===== src/rtl/stack_64x36_if.sv =====
// stack_64x36_if
//   Command/status bundle between a stack user and stack_64x36.
//   Signals:
//     push, drop  commands sampled on the rising clock edge
//     D           data to push
//     top, next   registered depth-1 / depth-2 entries (0 when absent)
//     depth       current entry count, 0..DEPTH
//     empty, full status decoded from depth
//     overflow    one-cycle pulse: push rejected because full
//     underflow   one-cycle pulse: drop rejected because empty
//   Modports: master (stack user), slave (the stack itself).
interface stack_64x36_if #(
  parameter int unsigned DEPTH = 64,
  parameter int unsigned WIDTH = 36
);
  localparam int unsigned DW = $clog2(DEPTH) + 1;

  logic             push;
  logic             drop;
  logic [WIDTH-1:0] D;
  logic [WIDTH-1:0] top;
  logic [WIDTH-1:0] next;
  logic [DW-1:0]    depth;
  logic             empty;
  logic             full;
  logic             overflow;
  logic             underflow;

  modport master (
    output push, drop, D,
    input  top, next, depth, empty, full, overflow, underflow
  );

  modport slave (
    input  push, drop, D,
    output top, next, depth, empty, full, overflow, underflow
  );
endinterface


===== src/rtl/stack_64x36.sv =====
// stack_64x36
//   LIFO operand/return stack, DEPTH entries of WIDTH bits. The two most
//   recent entries live in registers (top, next) so both ALU operands are
//   available with zero latency; deeper entries sit in a DEPTH-2 word array
//   addressed by stack position counted from the bottom.
//   Ports:
//     clk  system clock, all state changes on the rising edge
//     rst  synchronous active-high reset (overrides push/drop)
//     bus  stack_64x36_if.slave: push/drop/D in; top/next/depth/empty/full/
//          overflow/underflow out
module stack_64x36 #(
  parameter int unsigned DEPTH = 64,
  parameter int unsigned WIDTH = 36
) (
  input  logic           clk,
  input  logic           rst,
  stack_64x36_if.slave   bus
);

  localparam int unsigned DW        = $clog2(DEPTH) + 1;
  localparam int unsigned MEM_WORDS = (DEPTH > 2) ? DEPTH - 2 : 1;
  localparam int unsigned AW        = (MEM_WORDS > 1) ? $clog2(MEM_WORDS) : 1;
  localparam logic        HAS_MEM   = (DEPTH > 2);

  // Registered state
  logic [WIDTH-1:0] top_q;
  logic [WIDTH-1:0] next_q;
  logic [DW-1:0]    depth_q;
  logic             overflow_q;
  logic             underflow_q;

  // Spill array: with n entries, top is entry n, next is entry n-1 and
  // entries 1..n-2 are held in mem[0..n-3].
  logic [WIDTH-1:0] mem [MEM_WORDS];

  // Command decode
  logic             is_empty;
  logic             is_full;
  logic             do_push;
  logic             do_replace;
  logic             do_drop;
  logic             reject_push;
  logic             reject_drop;
  logic             spill;
  logic             fill;
  logic [AW-1:0]    wr_idx;
  logic [AW-1:0]    rd_idx;
  logic [WIDTH-1:0] fill_word;

  always_comb begin
    is_empty    = (depth_q == '0);
    is_full     = (depth_q == DW'(DEPTH));

    // push+drop on an empty stack degenerates to a plain push; on a
    // non-empty stack it overwrites top only and can never be rejected.
    do_replace  = bus.push & bus.drop & ~is_empty;
    do_push     = bus.push & (~bus.drop | is_empty) & ~is_full;
    do_drop     = bus.drop & ~bus.push & ~is_empty;
    reject_push = bus.push & ~bus.drop & is_full;
    reject_drop = bus.drop & ~bus.push & is_empty;

    // Push with n>=2: old next (entry n-1) moves to mem[n-2].
    // Drop with n>=3: entry n-2, held at mem[n-3], becomes the new next.
    spill       = HAS_MEM & do_push & (depth_q >= DW'(2));
    fill        = HAS_MEM & do_drop & (depth_q >= DW'(3));
    wr_idx      = AW'(depth_q - DW'(2));
    rd_idx      = AW'(depth_q - DW'(3));
    fill_word   = fill ? mem[rd_idx] : '0;
  end

  // Array contents need no reset; unread slots are never exposed.
  always_ff @(posedge clk) begin
    if (!rst && spill) begin
      mem[wr_idx] <= next_q;
    end
  end

  // Invariant relied on below: next_q is 0 whenever depth<2 and top_q is 0
  // whenever depth==0, so a drop that shifts next into top (and 0 or the
  // array word into next) leaves vacated positions reading 0.
  always_ff @(posedge clk) begin
    if (rst) begin
      top_q       <= '0;
      next_q      <= '0;
      depth_q     <= '0;
      overflow_q  <= 1'b0;
      underflow_q <= 1'b0;
    end else begin
      overflow_q  <= reject_push;
      underflow_q <= reject_drop;
      if (do_push) begin
        top_q   <= bus.D;
        next_q  <= top_q;
        depth_q <= depth_q + DW'(1);
      end else if (do_replace) begin
        top_q   <= bus.D;
      end else if (do_drop) begin
        top_q   <= next_q;
        next_q  <= fill_word;
        depth_q <= depth_q - DW'(1);
      end
    end
  end

  assign bus.top       = top_q;
  assign bus.next      = next_q;
  assign bus.depth     = depth_q;
  assign bus.empty     = is_empty;
  assign bus.full      = is_full;
  assign bus.overflow  = overflow_q;
  assign bus.underflow = underflow_q;

endmodule


===== src/flat_wrapper.sv =====
// flat-port wrapper written by rule: the top's interface ports become plain ports
module stack_64x36_flat 
#(
  parameter int unsigned DEPTH = 64,
  parameter int unsigned WIDTH = 36
)
  (clk, rst, bus_push, bus_drop, bus_D, bus_top, bus_next, bus_depth, bus_empty, bus_full, bus_overflow, bus_underflow);
  stack_64x36_if #(.DEPTH(DEPTH), .WIDTH(WIDTH)) bus_i ();
  input  logic clk;
  input  logic rst;
  input wire logic [$bits(bus_i.push)-1:0] bus_push;
  input wire logic [$bits(bus_i.drop)-1:0] bus_drop;
  input wire logic [$bits(bus_i.D)-1:0] bus_D;
  output wire logic [$bits(bus_i.top)-1:0] bus_top;
  output wire logic [$bits(bus_i.next)-1:0] bus_next;
  output wire logic [$bits(bus_i.depth)-1:0] bus_depth;
  output wire logic [$bits(bus_i.empty)-1:0] bus_empty;
  output wire logic [$bits(bus_i.full)-1:0] bus_full;
  output wire logic [$bits(bus_i.overflow)-1:0] bus_overflow;
  output wire logic [$bits(bus_i.underflow)-1:0] bus_underflow;
  assign bus_i.push = bus_push;
  assign bus_i.drop = bus_drop;
  assign bus_i.D = bus_D;
  assign bus_top = bus_i.top;
  assign bus_next = bus_i.next;
  assign bus_depth = bus_i.depth;
  assign bus_empty = bus_i.empty;
  assign bus_full = bus_i.full;
  assign bus_overflow = bus_i.overflow;
  assign bus_underflow = bus_i.underflow;
  stack_64x36 #(.DEPTH(DEPTH), .WIDTH(WIDTH)) u_core (.clk(clk), .rst(rst), .bus(bus_i));
endmodule

===== config.mk =====
export PLATFORM = sky130hd
export DESIGN_NAME = stack_64x36_flat
export DESIGN_NICKNAME = d
export VERILOG_FILES = /design/src/rtl/stack_64x36_if.sv /design/src/rtl/stack_64x36.sv /design/src/flat_wrapper.sv
export SDC_FILE = /design/constraint.sdc
export NUM_CORES = 2
export LEC_CHECK = 0
export ABC_AREA = 1
export CORE_UTILIZATION = 45
export CTS_BUF_LIST = sky130_fd_sc_hd__clkbuf_2 sky130_fd_sc_hd__clkbuf_4 sky130_fd_sc_hd__clkbuf_8
export CTS_CLUSTER_SIZE = 8
export DETAILED_ROUTE_END_ITERATION = 6
export GPL_TIMING_DRIVEN = 1
export SLEW_MARGIN = 20
export SYNTH_ARGS = -nofsm -noshare
export SYNTH_HDL_FRONTEND = slang
export SYNTH_SLANG_ARGS = --single-unit

===== constraint.sdc =====
create_clock -name clk -period 5.6 [get_ports clk]
set_input_delay 1.4 -clock clk [delete_from_list [all_inputs] [get_ports clk]]
set_output_delay 1.4 -clock clk [all_outputs]
set_load 0.01 [all_outputs]

==> results.toml <==
[power]
p_leak_uw = 0.03916
vdd_drop_max_uv = 645.0
powerDensity_nw_per_um2 = 522.5

[hold_path]
hp-class = "reg2reg"

[worst_setup_path]
path_class = "reg2out"
path_max_fanout = 99
cp-start-kind = "flop"
required_ns = 4.20
critPathCaptureType = "output port"
cp.arrival_ns = 3.01

[synth]
syn_avg_cell_area_sq_um = 11.52
synthCells = 8211
synth.net_count = 8260
synth.area.top_cells = "edfxtp_1 71%, nand3_1 11%, nand2_1 9.7%"
ys_seq_area_frac = 0.7260
synth_warnings = 0
netlist_area_sq_um = 94560
ys_ff_latch = 2313
synthSimpleGateAreaFrac = 0.2150
yosysUniqueCellTypes = 36
synth_compound_area_frac = 0.01503
yosys.area.top_type = "edfxtp_1"
synthMuxAreaShare = 0
yosys.area_share.adder = 0.001270
synth_top_area_frac = 0.7088
synth_top_family_by_area = "simple AND/OR/NAND/NOR gates"
synthXorXnorAreaFrac = 0.0008469

[run_status]
status = "finished with violations"
violations = "design-rule violations"

[cts]
cts.hold.buffers_added = 0
cts_sinks = 2313
clk_pin_slew_ns = 0.07
cts_buffer_depth = 4
post_cts_buffers = 0
cts_root_buf = "clkbuf_8"
htree_num_levels = 5
ctsResizeCount = 0
cts_buffers = 384
insertion_delay_ns = 1.10
cts_tree = "done"

[timing]
hold_viol = 0
slew_headroom = 0.2123
fin_crit_ns = 4.414
setup_viol = 0
fmax_mhz = 226.6
post-route-period-util = 0.7882
slew_viol_final = 0
fin_worst_skew_ns = 0.06241
worst_pin_slew_ns = 1.182
finalSetupTns_ns = 0
rsz0062_at_grt = "false"

[routing]
firstDrtPassIters = 7
vias = 64850
remaining_drc_errors = 4
viasPerCell = 5.660
ant_nets = 0
wl_per_cell_microns = 25.45
route.final.wire_length_microns = 291600
first_iter_violations = 8516

[die]
rows = 167
ios = 123
die_width_microns = 460.4
die_h_microns = 460.4
coreArea_sq_um = 207900
die_area_sq_um = 212000
initial_core_util = 0.4548

[finish]
multi_input_area_sq_um = 22490
final_cell_mix = "2,431 x nand2_1, 2,232 x edfxtp_1, 2,041 x nand3_1, 398 x clkbuf_8, 396 x inv_1"
regArea_sq_um = 68700
final_common_cell = "nand2_1"
nets = 8456
drive_gt1_frac = 0.1101
syn_to_final_growth_pct = 12.93
fill_cells = 18000
instances_no_fill = 11460

[placed_design]
dp.cells = 10810
gp_congestion = 0.8714
hpwlAfterDp_microns = 156900
io_buffers = 122

[global_route]
grt_use_met3 = 0.05052
grt_max_degree = 192
grt_pass1_vias = 62080
gr-usage-met2 = 0.4321
top_usage_layer = "met2"
grt_usage = 0.2723
antenna_found_initial = 16
grt_pass1_wl_microns = 422600
use_met1 = 0.3670
overflow = 0

[flow_run]
maxCapViolCount = 0
-- area by class of cell --
class / count / area share
diodes: 6 / 0.0001406
clock buffers: 550 / 0.06199
clock inverters: 92 / 0.003773
inverters: 409 / 0.01475
multi-input cells: 4970 / 0.2106
flip-flops and latches: 2313 / 0.6434
well taps: 2788 / 0.03267
repair buffers: 329 / 0.03267
-- per-stage QoR --
stage / hold slack (ns) / util / total power [uW] / cell area, sq um / setup slack, ns
floorplan: 0.5605 / - / 32580 / 94560 / 1.457
global placement: 0.5576 / 0.4797 / 41490 / 99740 / 0.8248
detailed placement: 0.5572 / 0.4797 / 41620 / 99740 / 0.8349
CTS: 0.5611 / 0.5135 / 55590 / 106800 / 1.089
global route: 0.5976 / 0.5136 / 57890 / 106800 / 1.078
finish: 0.5700 / 0.5136 / 55790 / 106800 / 1.186
-- report_power, final --
group          switching, uW  internal [uW]
Clock                   6590           7550
Combinational          15400           4860
Sequential               634          20800
Total                  22600          33200
-- worst max-delay path: stages (launching register included) --
cell and delay (ns):
dfxtp_4 0.45, inv_16 0.27, ha_4 0.19, inv_1 0.06, nor3_4 0.30, clkdlybuf4s50_1 0.64
-- layer usage --
metal	share of wire	wire length [microns]	vias up
met1	0.40	116300	31810
li1	-	-	29020
met4	0.044	12860	2
met2	0.47	136100	3386
met3	0.090	26250	632
met5	0.000045	13	-
-- registers in the layout (all words and copies together), names as in the netlist --
| signal | count |
|---|---|
| u_core.mem | 2232 |
| u_core.bus.underflow | 1 |
| u_core.bus.depth | 7 |
| u_core.bus.top | 36 |
| u_core.bus.next | 36 |
| u_core.bus.overflow | 1 |
-- Yosys cell counts, drive strengths merged --
library cell / count
a211oi: 1
a21oi: 118
a31oi: 1
buf: 285
clkbuf: 234
clkinv: 2
dfxtp: 81
edfxtp: 2232
fa: 1
ha: 8
inv: 407
nand2: 2437
nand3: 2043
nand4: 1
nor2: 148
nor3: 1
nor4: 2
o21ai: 155
o311ai: 1
or2: 46
xnor2: 2
xor2: 5
-- logic make-up after synthesis --
family | after synthesis
simple gates | 4678
compound gates | 276
buf+inv | 928
fa+ha+maj | 9
flops | 2313
xor+xnor | 7
-- final timing paths --
path / startpoint / endpoint / slack (ns) / cells past startpoint
max reg2reg: u_core.bus.depth[0] / u_core.bus.next[14] / 1.31 / 13
min: u_core.bus.top[20] / u_core.bus.next[20] / 0.57 / 2
max: u_core.bus.depth[0] / bus_empty / 1.19 / 5
min reg2reg: u_core.bus.top[20] / u_core.bus.next[20] / 0.57 / 2
Power figures use the tool's default switching activity.
